--- src/rtl/parity_stream_sched_if.sv ---
// Requester, result and status bundle for parity_stream_sched.
// slave: scheduler side; master: requesters/consumer side.
interface parity_stream_sched_if #(
  parameter int W = 8
);
  localparam int CW = $clog2(W + 1);

  logic          req0_valid;
  logic [W-1:0]  req0_data;
  logic          req0_ready;
  logic          req1_valid;
  logic [W-1:0]  req1_data;
  logic          req1_ready;
  logic          res_valid;
  logic          res_ready;
  logic          res_id;
  logic [3:0]    res_state;
  logic [CW-1:0] res_ones;
  logic          busy;

  modport slave (
    input  req0_valid, req0_data,
    output req0_ready,
    input  req1_valid, req1_data,
    output req1_ready,
    output res_valid,
    input  res_ready,
    output res_id, res_state, res_ones, busy
  );

  modport master (
    output req0_valid, req0_data,
    input  req0_ready,
    output req1_valid, req1_data,
    input  req1_ready,
    input  res_valid,
    output res_ready,
    input  res_id, res_state, res_ones, busy
  );
endinterface

--- src/rtl/parity_stream_sched.sv ---
// Round-robin scheduler of two word requesters onto one serial
// parity engine; ports: clk, reset (async high), io (slave bundle).
module parity_stream_sched #(
  parameter int W = 8
) (
  input  logic                  clk,
  input  logic                  reset,
  parity_stream_sched_if.slave  io
);
  localparam int CW = $clog2(W + 1);

  typedef enum logic [1:0] {
    IDLE,
    SHIFT,
    DONE
  } state_t;

  state_t        st_q, st_d;
  logic [W-1:0]  sh_q, sh_d;
  logic [CW-1:0] cnt_q, cnt_d;
  logic [CW-1:0] ones_q, ones_d;
  logic [3:0]    par_q, par_d;
  logic [3:0]    par_nx;
  logic          id_q, id_d;
  logic          last_q, last_d;
  logic          g0, g1;
  logic          acc0, acc1;
  logic          bit_i;

  // last_q is the requester granted most recently; a tie goes
  // to the other one. Reset value 1 lets req0 win the first tie.
  assign g0 = io.req0_valid && (!io.req1_valid || last_q);
  assign g1 = io.req1_valid && (!io.req0_valid || !last_q);

  assign io.req0_ready = (st_q == IDLE) && g0 && !reset;
  assign io.req1_ready = (st_q == IDLE) && g1 && !reset;

  assign acc0 = io.req0_valid && io.req0_ready;
  assign acc1 = io.req1_valid && io.req1_ready;

  assign bit_i = sh_q[0];

  always_comb begin
    par_nx = 4'b1000;
    unique case (par_q)
      4'b1000: par_nx = bit_i ? 4'b0100 : 4'b0010;
      4'b0100: par_nx = bit_i ? 4'b1000 : 4'b0001;
      4'b0010: par_nx = bit_i ? 4'b0001 : 4'b1000;
      4'b0001: par_nx = bit_i ? 4'b0010 : 4'b0100;
      default: par_nx = 4'b1000;
    endcase
  end

  always_comb begin
    st_d   = st_q;
    sh_d   = sh_q;
    cnt_d  = cnt_q;
    ones_d = ones_q;
    par_d  = par_q;
    id_d   = id_q;
    last_d = last_q;
    unique case (st_q)
      IDLE: begin
        if (acc0 || acc1) begin
          sh_d   = acc1 ? io.req1_data : io.req0_data;
          cnt_d  = '0;
          ones_d = '0;
          par_d  = 4'b1000;
          id_d   = acc1;
          last_d = acc1;
          st_d   = SHIFT;
        end
      end
      SHIFT: begin
        sh_d   = sh_q >> 1;
        par_d  = par_nx;
        ones_d = ones_q + CW'(bit_i);
        cnt_d  = cnt_q + CW'(1);
        if (cnt_q == CW'(W - 1))
          st_d = DONE;
      end
      DONE: begin
        if (io.res_ready)
          st_d = IDLE;
      end
      default: st_d = IDLE;
    endcase
  end

  always_ff @(posedge clk or posedge reset) begin
    if (reset) begin
      st_q   <= IDLE;
      sh_q   <= '0;
      cnt_q  <= '0;
      ones_q <= '0;
      par_q  <= 4'b1000;
      id_q   <= 1'b0;
      last_q <= 1'b1;
    end else begin
      st_q   <= st_d;
      sh_q   <= sh_d;
      cnt_q  <= cnt_d;
      ones_q <= ones_d;
      par_q  <= par_d;
      id_q   <= id_d;
      last_q <= last_d;
    end
  end

  assign io.res_valid = (st_q == DONE);
  assign io.busy      = (st_q != IDLE);
  assign io.res_state = par_q;
  assign io.res_ones  = ones_q;
  assign io.res_id    = id_q;
endmodule

--- src/flat_wrapper.sv ---
// flat-port wrapper written by rule: the top's interface ports become plain ports
module parity_stream_sched_flat 
#(
  parameter int W = 8
)
  (clk, reset, io_req0_valid, io_req0_data, io_req0_ready, io_req1_valid, io_req1_data, io_req1_ready, io_res_valid, io_res_ready, io_res_id, io_res_state, io_res_ones, io_busy);
  parity_stream_sched_if #(.W(W)) io_i ();
  input  logic clk;
  input  logic reset;
  input wire logic [$bits(io_i.req0_valid)-1:0] io_req0_valid;
  input wire logic [$bits(io_i.req0_data)-1:0] io_req0_data;
  output wire logic [$bits(io_i.req0_ready)-1:0] io_req0_ready;
  input wire logic [$bits(io_i.req1_valid)-1:0] io_req1_valid;
  input wire logic [$bits(io_i.req1_data)-1:0] io_req1_data;
  output wire logic [$bits(io_i.req1_ready)-1:0] io_req1_ready;
  output wire logic [$bits(io_i.res_valid)-1:0] io_res_valid;
  input wire logic [$bits(io_i.res_ready)-1:0] io_res_ready;
  output wire logic [$bits(io_i.res_id)-1:0] io_res_id;
  output wire logic [$bits(io_i.res_state)-1:0] io_res_state;
  output wire logic [$bits(io_i.res_ones)-1:0] io_res_ones;
  output wire logic [$bits(io_i.busy)-1:0] io_busy;
  assign io_i.req0_valid = io_req0_valid;
  assign io_i.req0_data = io_req0_data;
  assign io_req0_ready = io_i.req0_ready;
  assign io_i.req1_valid = io_req1_valid;
  assign io_i.req1_data = io_req1_data;
  assign io_req1_ready = io_i.req1_ready;
  assign io_res_valid = io_i.res_valid;
  assign io_i.res_ready = io_res_ready;
  assign io_res_id = io_i.res_id;
  assign io_res_state = io_i.res_state;
  assign io_res_ones = io_i.res_ones;
  assign io_busy = io_i.busy;
  parity_stream_sched #(.W(W)) u_core (.clk(clk), .reset(reset), .io(io_i));
endmodule
--- config.mk ---
export PLATFORM = sky130hd
export DESIGN_NAME = parity_stream_sched_flat
export DESIGN_NICKNAME = d
export VERILOG_FILES = /design/src/rtl/parity_stream_sched_if.sv /design/src/rtl/parity_stream_sched.sv /design/src/flat_wrapper.sv
export SDC_FILE = /design/constraint.sdc
export NUM_CORES = 1
export LEC_CHECK = 0
export CORE_MARGIN = 4
export CORE_UTILIZATION = 40
export CTS_CLUSTER_DIAMETER = 40
export DETAILED_ROUTE_END_ITERATION = 8
export PLACE_DENSITY = 0.65
export SLEW_MARGIN = 20
export SYNTH_ARGS = -nofsm -noshare
export SYNTH_HDL_FRONTEND = slang
export SYNTH_SLANG_ARGS = --single-unit
export TNS_END_PERCENT = 50
--- constraint.sdc ---
create_clock -name clk -period 1.5 [get_ports clk]
set_input_delay 0.45 -clock clk [delete_from_list [all_inputs] [get_ports clk]]
set_output_delay 0.45 -clock clk [all_outputs]
set_load 0.01 [all_outputs]
* Word level (Yosys, flattened, before mapping)
Cells that the tools add are included.
Storage, ports and cells: logic and storage cells 57, output and inout bits 13, flip-flop bits (word level) 24, input bits 21
Operators by class: reduce and logical (&&, ||, !) cells 21, $add $sub $neg 2, eq/ne operators 10, mux-type cells 17
Operators with widths (count):
- 4-bit case mux with 2 select lines | 3
- 4-bit 2-to-1 mux | 4
- 8-bit 2-to-1 mux | 2
- 4-bit case mux with 4 select lines | 1
- 8-bit case mux with 2 select lines | 1
- 4-bit by 3-bit == test with 1-bit output, second input constant | 2
- 1-bit logical AND | 8
- 2-bit 2-to-1 mux | 3
- 3-bit 2-to-1 mux | 2
- 2-bit case mux with 3 select lines | 1
- 4-bit by 1-bit adder with 4-bit output | 1
- 4-bit by 1-bit adder with 4-bit output, second input constant | 1
- 4-bit by 1-bit == test with 1-bit output, second input constant | 1
- 4-bit by 2-bit == test with 1-bit output, second input constant | 1
- 4-bit == test, second input constant | 1
- 1-bit zero test | 4
- 2-bit by 1-bit != test with 1-bit output, second input constant | 2
- 2-bit AND reduction | 2
- 2-bit nonzero test | 2
- 1-bit logical OR | 3
- 3-bit AND reduction | 1
- 2-bit by 1-bit == test with 1-bit output, second input constant | 1
- 2-bit == test, second input constant | 1
- 2-bit zero test | 1
- 2-bit != test, second input constant | 1

* Logic depth before layout (Yosys ltp)
Gate-level depths: netlist of the first run.
word-level depth 9, mapped depth 5, depth with buffers taken out 5

* Worst setup path after synthesis of the first run
OpenSTA, ideal clock, no wires.
kind reg-to-output, start reg u_core.st_q[1], end out io_req1_ready, buffers on the path 0, arrival 1050 ps, data required time 1050 ps, cell stages (with the launch flop) 3, slack 0 ps, cells stage by stage dfrtp_1 -> or2_2 -> nor3_2
On the way: word-level cells in the longest chain between the ends 3
RTL lines:
- from (decl) | RTL line parity_stream_sched.sv:18 | state_t st_q, st_d;
- from (signal assigned) | RTL line parity_stream_sched.sv:100 | st_q <= st_d;
- 2-bit zero test | RTL line parity_stream_sched.sv:36 | assign io.req1_ready = (st_q == IDLE) && g1 && !reset;
- 1-bit logical AND (2 in a row) | RTL line parity_stream_sched.sv:36
- to (decl) | RTL line flat_wrapper.sv:15 | output wire logic [$bits(io_i.req1_ready)-1:0] io_req1_ready;
No other way between the ends.

* Worst setup path after layout of the first run
start reg u_core.st_q[0], end out io_req0_ready
On the way: word-level cells in the longest chain between the ends 3
RTL lines:
- 2-bit zero test | RTL line parity_stream_sched.sv:35 | assign io.req0_ready = (st_q == IDLE) && g0 && !reset;
- 1-bit logical AND (2 in a row) | RTL line parity_stream_sched.sv:35
- to (decl) | RTL line flat_wrapper.sv:12 | output wire logic [$bits(io_i.req0_ready)-1:0] io_req0_ready;
No other way between the ends.

==> impl_metrics.json, run 1 <==
{
  "worstPathArrival_ns": 1.33,
  "clockBufferDepth": 2,
  "totalWireLength_um": 3010,
  "skew_ns": 0.00448,
  "synth_ff_type": "dfrtp_1",
  "row_count": 19,
  "power_leakage_nw": 0.933,
  "hold_slack_ns": 0.493,
  "syn_to_final_growth_pct": 57.9,
  "setup_ws_ns": -0.281,
  "ir_drop_v": 0.000868,
  "drc_errors": 0,
  "end_kind": "output port",
  "antenna_found_initial": 0,
  "finish.utilization": 0.683,
  "postSynthCellCount": 121,
  "synth_edf_count": 0,
  "die_w_um": 63.6,
  "ys_ff_latch": 24,
  "crit_end": "io_req0_ready",
  "portBuffers": 33,
  "grt_pass1_wl_um": 5180,
  "hpwl_um": 2280,
  "cts-root-buf": "clkbuf_4",
  "clock-sinks": 24,
  "drive_above_1_share": 0.337,
  "crit_start": "u_core.st_q[0]",
  "yosys_warnings": 0,
  "clk_pin_slew_worst_paths_ns": 0.12,
  "worst_pin_slew_ns": 0.276,
  "insertion_delay_ns": 0.31,
  "violations": "setup timing",
  "crit_type": "register to output port",
  "status": "finished, violations left",
  "maxCapViolations": 0,
  "worst-path-buf-inv": 2,
  "seq_area_frac_synth": 0.488,
  "critPathMaxFanout": 2,
  "fin_crit_sh": 1.19,
  "place_congestion": 0.745,
  "cp_slowest_cell": "dfrtp_1",
  "cp.required_ns": 1.05,
  "max_freq_mhz": 561,
  "cts_made_buffers": 3,
  "crit_cells": 4,
  "reg2reg_from": "u_core.st_q[0]",
  "vias": 1147,
  "grt_max_degree": 25,
  "antenna_cells": 0,
  "core-area_um2": 2850,
  "ys_types": 36,
  "timing.rr.end": "u_core.sh_q[5]",
  "synth_area_um2": 1230,
  "r2r_cells": 7,
  "hp-class": "register to register",
  "dp.cells": 201,
  "nets": 209,
  "start_util": 0.433,
  "finalMaxSlewViolations": 0,
  "htreeDepth": 1,
  "rrSetupSlack_ns": 0.05,
  "synth.top_cells.by_area": "dfrtp_1 45%, mux2i_1 6.5%, nand2_1 4.9%",
  "finalSetupViolCount": 4,
  "first_pass_iters": 4,
  "placed_cell_area_um2": 1770,
  "grt_pass1_vias": 1172,
  "grt_use_total": 0.162,
  "crit_family": "flip-flops",
  "finish.instance_area_um2": 1950,
  "cts_tree": "done",
  "netlist.area_leader.share": 0.446,
  "period_minus_slack_ns": 1.78,
  "async_flop_share": 1.00,
  "fin_cells": 215,
  "viasPerCell": 5.33,
  "pin_count": 34,
  "fin_tns_setup_ns": -0.937,
  "drt_iter0_markers": 73,
  "power.density_nw_per_um2": 1750,
  "detail-route-antenna-nets": 0,
  "relSlewSlack": 0.815,
  "syn_area_per_cell_um2": 10.2,
  "slowest_delay_ns": 0.42,
  "synth_top_area_cell": "dfrtp_1",
  "wl_per_cell_um": 14.0,
  "min_from": "u_core.io.res_id",
  "rsz0062_at_grt": "yes",
  "total_power_mw": 3.40,
  "synth_nets": 145,
  "fp.dieH_um": 63.6,
  "overflow": 0,
  "hold_viol": 0,
  "crit_path_start_kind": "register",
  "fillers": 230,
  "cp_cell_sequence": "buf_6 > nor3_4 > and3_1 > buf_2",
  "die_area_um2": 4040,
  "pre_cts_slack_ns": -0.845
}
## cell usage after synthesis, drive strengths merged, types with 2 or more instances
master / count
o22ai: 2
a21oi: 2
nand2b: 5
a22oi: 5
nor3: 5
inv: 2
ha: 3
o21ai: 15
dfrtp: 22
a21o: 3
a31oi: 2
nand2: 16
mux2i: 8
dfstp: 2
nor2: 6
nand3: 3
a22o: 2
nand4: 2
buf: 5
## layout by cell type, fill, tap and decap left out, drive strengths merged, types with 2 or more instances in the layout
cell,n
nand3,3
dfstp,2
a22o,2
dfrtp,22
ha,3
mux2i,8
nand2b,5
a21o,3
nor3,5
a21oi,2
nand4,2
clkdlybuf4s50,17
a31oi,2
a22oi,5
nand2,16
buf,36
dlygate4sd2,6
nor2,6
clkdlybuf4s15,4
inv,2
o21ai,15
clkbuf,4
o22ai,2
## flip-flops by register name, summed over array words and instances, names as in the netlist
signal / cells
u_core.cnt_q: 4
u_core.io.res_ones: 4
u_core.st_q: 2
u_core.io.res_id: 1
u_core.last_q: 1
u_core.io.res_state: 4
u_core.sh_q: 8
## layout make-up
class                      count  area, um^2  area share
multi-input combinational     90         666       0.341
sequential                    24         603       0.309
timing repair buffer          64         598       0.307
tap                           31        38.8      0.0199
clock buffer                   4        36.3      0.0186
inverter                       2        7.51     0.00385
## routing by layer
layer,global-route usage,part of all wire
met1,0.198,0.43
met2,0.269,0.49
met3,0.0568,0.066
met4,0.0431,0.017
met5,0,0
## kinds of logic after synthesis
logic type                 share of synthesized area
muxes                                         0.0648
DFF                                            0.488
adders and majority gates                     0.0304
xor gates and xnor gates                     0.00709
and+or+nand+nor                                0.188
AOI/OAI and AO/OA                              0.182
buffers and inverters                         0.0385
## worst min path at each step
| stage | endpoint | slack, ns | cells after the start |
|---|---|---|---|
| 3_5_place_dp | u_core.io.res_id | 0.47 | 1 |
| 3_3_place_gp | u_core.io.res_id | 0.46 | 1 |
| 6_report | u_core.io.res_id | 0.49 | 1 |
| 5_1_grt | u_core.io.res_id | 0.51 | 1 |
| 4_1_cts | u_core.st_q[1] | 0.50 | 4 |
| 2_1_floorplan | u_core.cnt_q[0] | 0.46 | 1 |
## timing repair
item	4_1_cts	5_1_grt
hold buffers	0	0
pin swaps	8	4
buffers inserted	9	1
endpoints found under the setup margin	22	24
gates resized for setup	44	16
hold endpoints to repair	0	0
## power breakdown
part           switching (mW)  internal, mW
Clock                   0.184         0.148
Sequential              0.218         0.944
Combinational           0.866          1.05
Note: power is estimated with default switching activity, not from simulation.
==> run 2: changes to the inputs <==
--- a/config.mk
+++ b/config.mk
@@ -7,7 +7,7 @@
 export LEC_CHECK = 0
 export CORE_MARGIN = 4
 export CORE_UTILIZATION = 40
-export CTS_CLUSTER_DIAMETER = 40
+export CTS_BUF_LIST = sky130_fd_sc_hd__clkbuf_2 sky130_fd_sc_hd__clkbuf_4 sky130_fd_sc_hd__clkbuf_8
 export DETAILED_ROUTE_END_ITERATION = 8
 export PLACE_DENSITY = 0.65
 export SLEW_MARGIN = 20
==> results of run 2 <==
Final layout, timing and power as in run 1 (identical DEF).
==> patch 1, RTL diff (flow settings as in run 2) <==
Make the reset (`reset`) synchronous in one clocked block. Comments in the files are not updated.
--- a/src/rtl/parity_stream_sched.sv
+++ b/src/rtl/parity_stream_sched.sv
@@ -87,7 +87,7 @@
     endcase
   end
 
-  always_ff @(posedge clk or posedge reset) begin
+  always_ff @(posedge clk) begin
     if (reset) begin
       st_q   <= IDLE;
       sh_q   <= '0;
Formal check against the unedited RTL: differs if reset is asserted again (counterexample within 4 cycles, from zero or initial values and one cycle with reset high); with reset held inactive, the same outputs for 10 cycles.
==> patch 1 against run 2 <==
  * The run still ends with negative setup slack left
  * Count of clock-buffer cells in the layout decreased by 1
  * Sequential cell count did not move
  * Final cell count is 20% higher
  * Sequential share of layout area shrank 6.7 points
  * Routed wire length grew 18%
  * Worst setup slack improved by 0.056 ns
  * Clock skew increased by 0.0044 ns
  * Synthesized area up 9.0%
  * Design area rose by 3.7%
  * Via count increased by 21%
  * Critical endpoint is now io_req1_ready
  * Highest routed layer unchanged
Power is not compared: it rests on default switching activity, and its combinational part moved more than twofold at a synthesized area within 25%.
==> patch 1: results (changes against run 2) <==
arrival_ns: 1.28  # -0.05 ns
synth.area.mux_share_pct: 0  # -6.5 points
critPathSlowestCell: "or3_4"
grt_first_pass_wirelength_um: 5840  # +13%
crit_family: "simple AND/OR/NAND/NOR gates"
reg2reg_from: "u_core.st_q[1]$_SDFFE_PP0P_"
fin_worst_skew_ns: 0.00891  # +0.00443 ns
synth_commonest_cells: "dfxtp_1 (24), o21ai_0 (23), inv_1 (10), o211ai_1 (10), a21oi_1 (9)"
synth_compound_area_share_pct: 34.9  # +17 points
irDropWorstVdd_v: 0.000378
crit_start: "reset"
dp_hpwl_um: 2650  # +16%
grtUsageTotal_pct: 16.9  # +0.75 points
preCtsSetupSlack_ns: -0.863  # -0.0176 ns
setup_viol: 4  # unchanged
grt_max_degree: 19  # -24%
drt-initial-drc-count: 81  # +11%
synthDistinctLibCells: 37  # +2.8%
path_clk_slew_ns: 0.13
r2r-end: "u_core.sh_q[6]$_SDFFE_PP0P_"
worstHoldStart: "u_core.sh_q[4]$_SDFFE_PP0P_"
crit_fanout: 3  # +1
holdPathStages: 2  # +1
min_to: "u_core.sh_q[4]$_SDFFE_PP0P_"
synthArstFlopShare_pct: 0  # -100 points
fin_nets: 241  # +15%
syn_area_per_cell_um2: 8.52  # -17%
max_slew_margin_pct: 77.8  # -3.7 points
r2r_setup_slack_ns: 0.08  # +0.03 ns
vias: 1393  # +21%
worst_slack_ns: -0.225  # +0.0558 ns
gp_congestion: 0.829  # +11%
wirelength_um: 3540  # +18%
syn_nets: 182  # +26%
ys_seq_area_share_pct: 35.7  # -13 points
drive_above_1_share_pct: 32.1  # -1.6 points
synthTopCellsByArea: "dfxtp_1 (36%), o21ai_0 (8.6%), o211ai_1 (5.6%)"
outcome: "complete, but fails checks"
synth_xor_area_share_pct: 0.651  # -0.059 points
violations: "negative setup slack"
[patch 1: what timing repair did]
item | CTS | global route
pin swaps | 12 | 1
resized for setup | 61 | 2
hold buffers | 0 | 0
setup buffers | 6 | 2
setup endpoints to repair | 31 | 21
[patch 1: where the power goes]
group          switching (uW)  internal [uW]
Sequential               27.7            680
Clock                     190           94.1
Combinational             191            221
[patch 1: cell type report]
type,count,area [um^2]
well taps,44,55.1
repair buffers,66,584
flip-flops and latches,24,489
multi-input cells,112,833
clock buffers,3,22.5
inverters,10,37.5
fillers,284,1110
[patch 1: tightest hold or removal path, cell delays in order, from the launching register on]
cell      delay, ns
dfxtp_1        0.33
inv_1          0.06
a221oi_2       0.05
[patch 1: layer usage]
layer | GRT usage (%) | wire (um) | up-vias | part of all wire, %
met3 | 2.38 | 133 | 7 | 3.8
met4 | 6.09 | 59 | 0 | 1.7
met2 | 28.9 | 1730 | 34 | 49
met1 | 21.5 | 1620 | 650 | 46
met5 | 0 | 0 | - | 0
li1 | - | - | 702 | -
[patch 1: per-stage QoR]
stage               total power [uW]  hold slack, ns  instance area (um^2)  instances  TNS, ns
CTS                             1410           0.474                  2010        258   -0.944
floorplan                        912           0.437                  1360        158   -0.432
finish                          1400           0.477                  2020        259   -0.604
global route                    1470           0.496                  2020        259   -0.768
detailed placement              1080           0.451                  1850        249   -11.37
global placement                1070           0.449                  1850        249   -10.92
[patch 1: cell families (layout without fill, tap and decap cells)]
family	count (synthesis)	count (layout)
buf+inv	22	79
compound gates	70	70
fa+ha+maj	3	3
flops	24	24
simple gates	38	38
xor+xnor	1	1
==> patch 2, RTL diff (settings of run 2) <==
Made on the original files. `W` is set to 8 in 3 places; all go to 4.
--- a/src/rtl/parity_stream_sched_if.sv
+++ b/src/rtl/parity_stream_sched_if.sv
@@ -1,7 +1,7 @@
 // Requester, result and status bundle for parity_stream_sched.
 // slave: scheduler side; master: requesters/consumer side.
 interface parity_stream_sched_if #(
-  parameter int W = 8
+  parameter int W = 4
 );
   localparam int CW = $clog2(W + 1);
 
--- a/src/rtl/parity_stream_sched.sv
+++ b/src/rtl/parity_stream_sched.sv
@@ -1,7 +1,7 @@
 // Round-robin scheduler of two word requesters onto one serial
 // parity engine; ports: clk, reset (async high), io (slave bundle).
 module parity_stream_sched #(
-  parameter int W = 8
+  parameter int W = 4
 ) (
   input  logic                  clk,
   input  logic                  reset,
--- a/src/flat_wrapper.sv
+++ b/src/flat_wrapper.sv
@@ -1,7 +1,7 @@
 // flat-port wrapper written by rule: the top's interface ports become plain ports
 module parity_stream_sched_flat 
 #(
-  parameter int W = 8
+  parameter int W = 4
 )
   (clk, reset, io_req0_valid, io_req0_data, io_req0_ready, io_req1_valid, io_req1_data, io_req1_ready, io_res_valid, io_res_ready, io_res_id, io_res_state, io_res_ones, io_busy);
   parity_stream_sched_if #(.W(W)) io_i ();
Interface: changed (resized io_req0_data, io_req1_data and io_res_ones); port bits go from 34 to 25. No check against the original RTL was run, so the function may have changed too.
==> patch 2 against run 2 <==
  * The flow still finishes with violations (negative setup slack)
  * Core utilization fell by 5.8 points
  * Sequential power fell by 28%
  * Non-clock buffer count fell by 19
  * Total power fell by 23%
  * Register-to-register slack got worse by 0.11 ns
  * Design area fell by 28%
  * Global-route usage fell by 0.75 points
  * Sequential cell count fell by 6
  * Synthesized area fell by 23%
  * Routed wire length fell by 22%
  * Worst setup slack got worse by 0.031 ns
  * Largest cell class unchanged
==> patch 2: results (changes against run 2) <==
reg2reg_depth: 6  # -1
irDropWorstVdd_v: 0.00110  # +26%
syn_nets: 112  # -23%
placed_area_um2: 1320  # -25%
synth.area.mux_share_pct: 6.32  # -0.16 points
register_area_um2: 453  # -25%
grtUsageTotal_pct: 15.4  # -0.75 points
synth_fa_ha_area_share_pct: 5.27  # +2.2 points
drt-initial-drc-count: 10  # -86%
grt_pass1_vias: 893  # -24%
power_leakage_uw: 0.000690  # -26%
globalRouteMet2Util_pct: 27.9  # +1.0 points
outcome: "complete, but fails checks"
setup_viol: 9  # +5
use_met1_pct: 16.6  # -3.1 points
clk_latency_ns: 0.29  # -0.02 ns
violations: "negative setup slack"
worst_slack_ns: -0.312  # -0.0308 ns
slowest_delay_ns: 0.39  # -0.03 ns
combinationalPower_uw: 1510  # -21%
p_clk_share_pct: 10.3  # +0.5 points
arrival_ns: 1.36  # +0.03 ns
use_met3_pct: 2.99  # -2.7 points
r2r-end: "u_core.sh_q[0]$_DFFE_PP0P_"
port_buffers: 24  # -27%
fillCellCount: 199  # -13%
hp-class: "in2async"
## patch 2: how the worst max path moves through the flow
stage / to / slack, ns / cells after the start
finish: io_req1_ready / -0.31 / 3
floorplan: u_core.sh_q[1]$_DFFE_PP0P_ / -0.17 / 5
global route: io_req0_ready / -0.41 / 3
global placement: io_req1_ready / -0.84 / 3
detailed placement: io_req1_ready / -0.89 / 3
CTS: io_req1_ready / -0.33 / 3
## patch 2: metal layers
metal  share of wire [%]  wire length, um  vias to the layer above
met5                   0                0                        -
met4                 3.0               70                        0
met3                 3.8               90                        9
met2                  53             1230                       24
met1                  41              953                      435
li1                    -                -                      433
## patch 2: final cells by class
class | count | share of cell area (%)
clock buffers | 4 | 2.15
inverters | 4 | 1.08
multi-input cells | 69 | 34.6
flip-flops and latches | 18 | 32.4
well taps | 28 | 2.51
repair buffers | 45 | 27.2
## patch 2: timing repair
item	CTS	global route
setup buffers	2	3
resized for setup	34	7
pin swaps	2	3
hold buffers	0	0
setup endpoints to repair	21	10
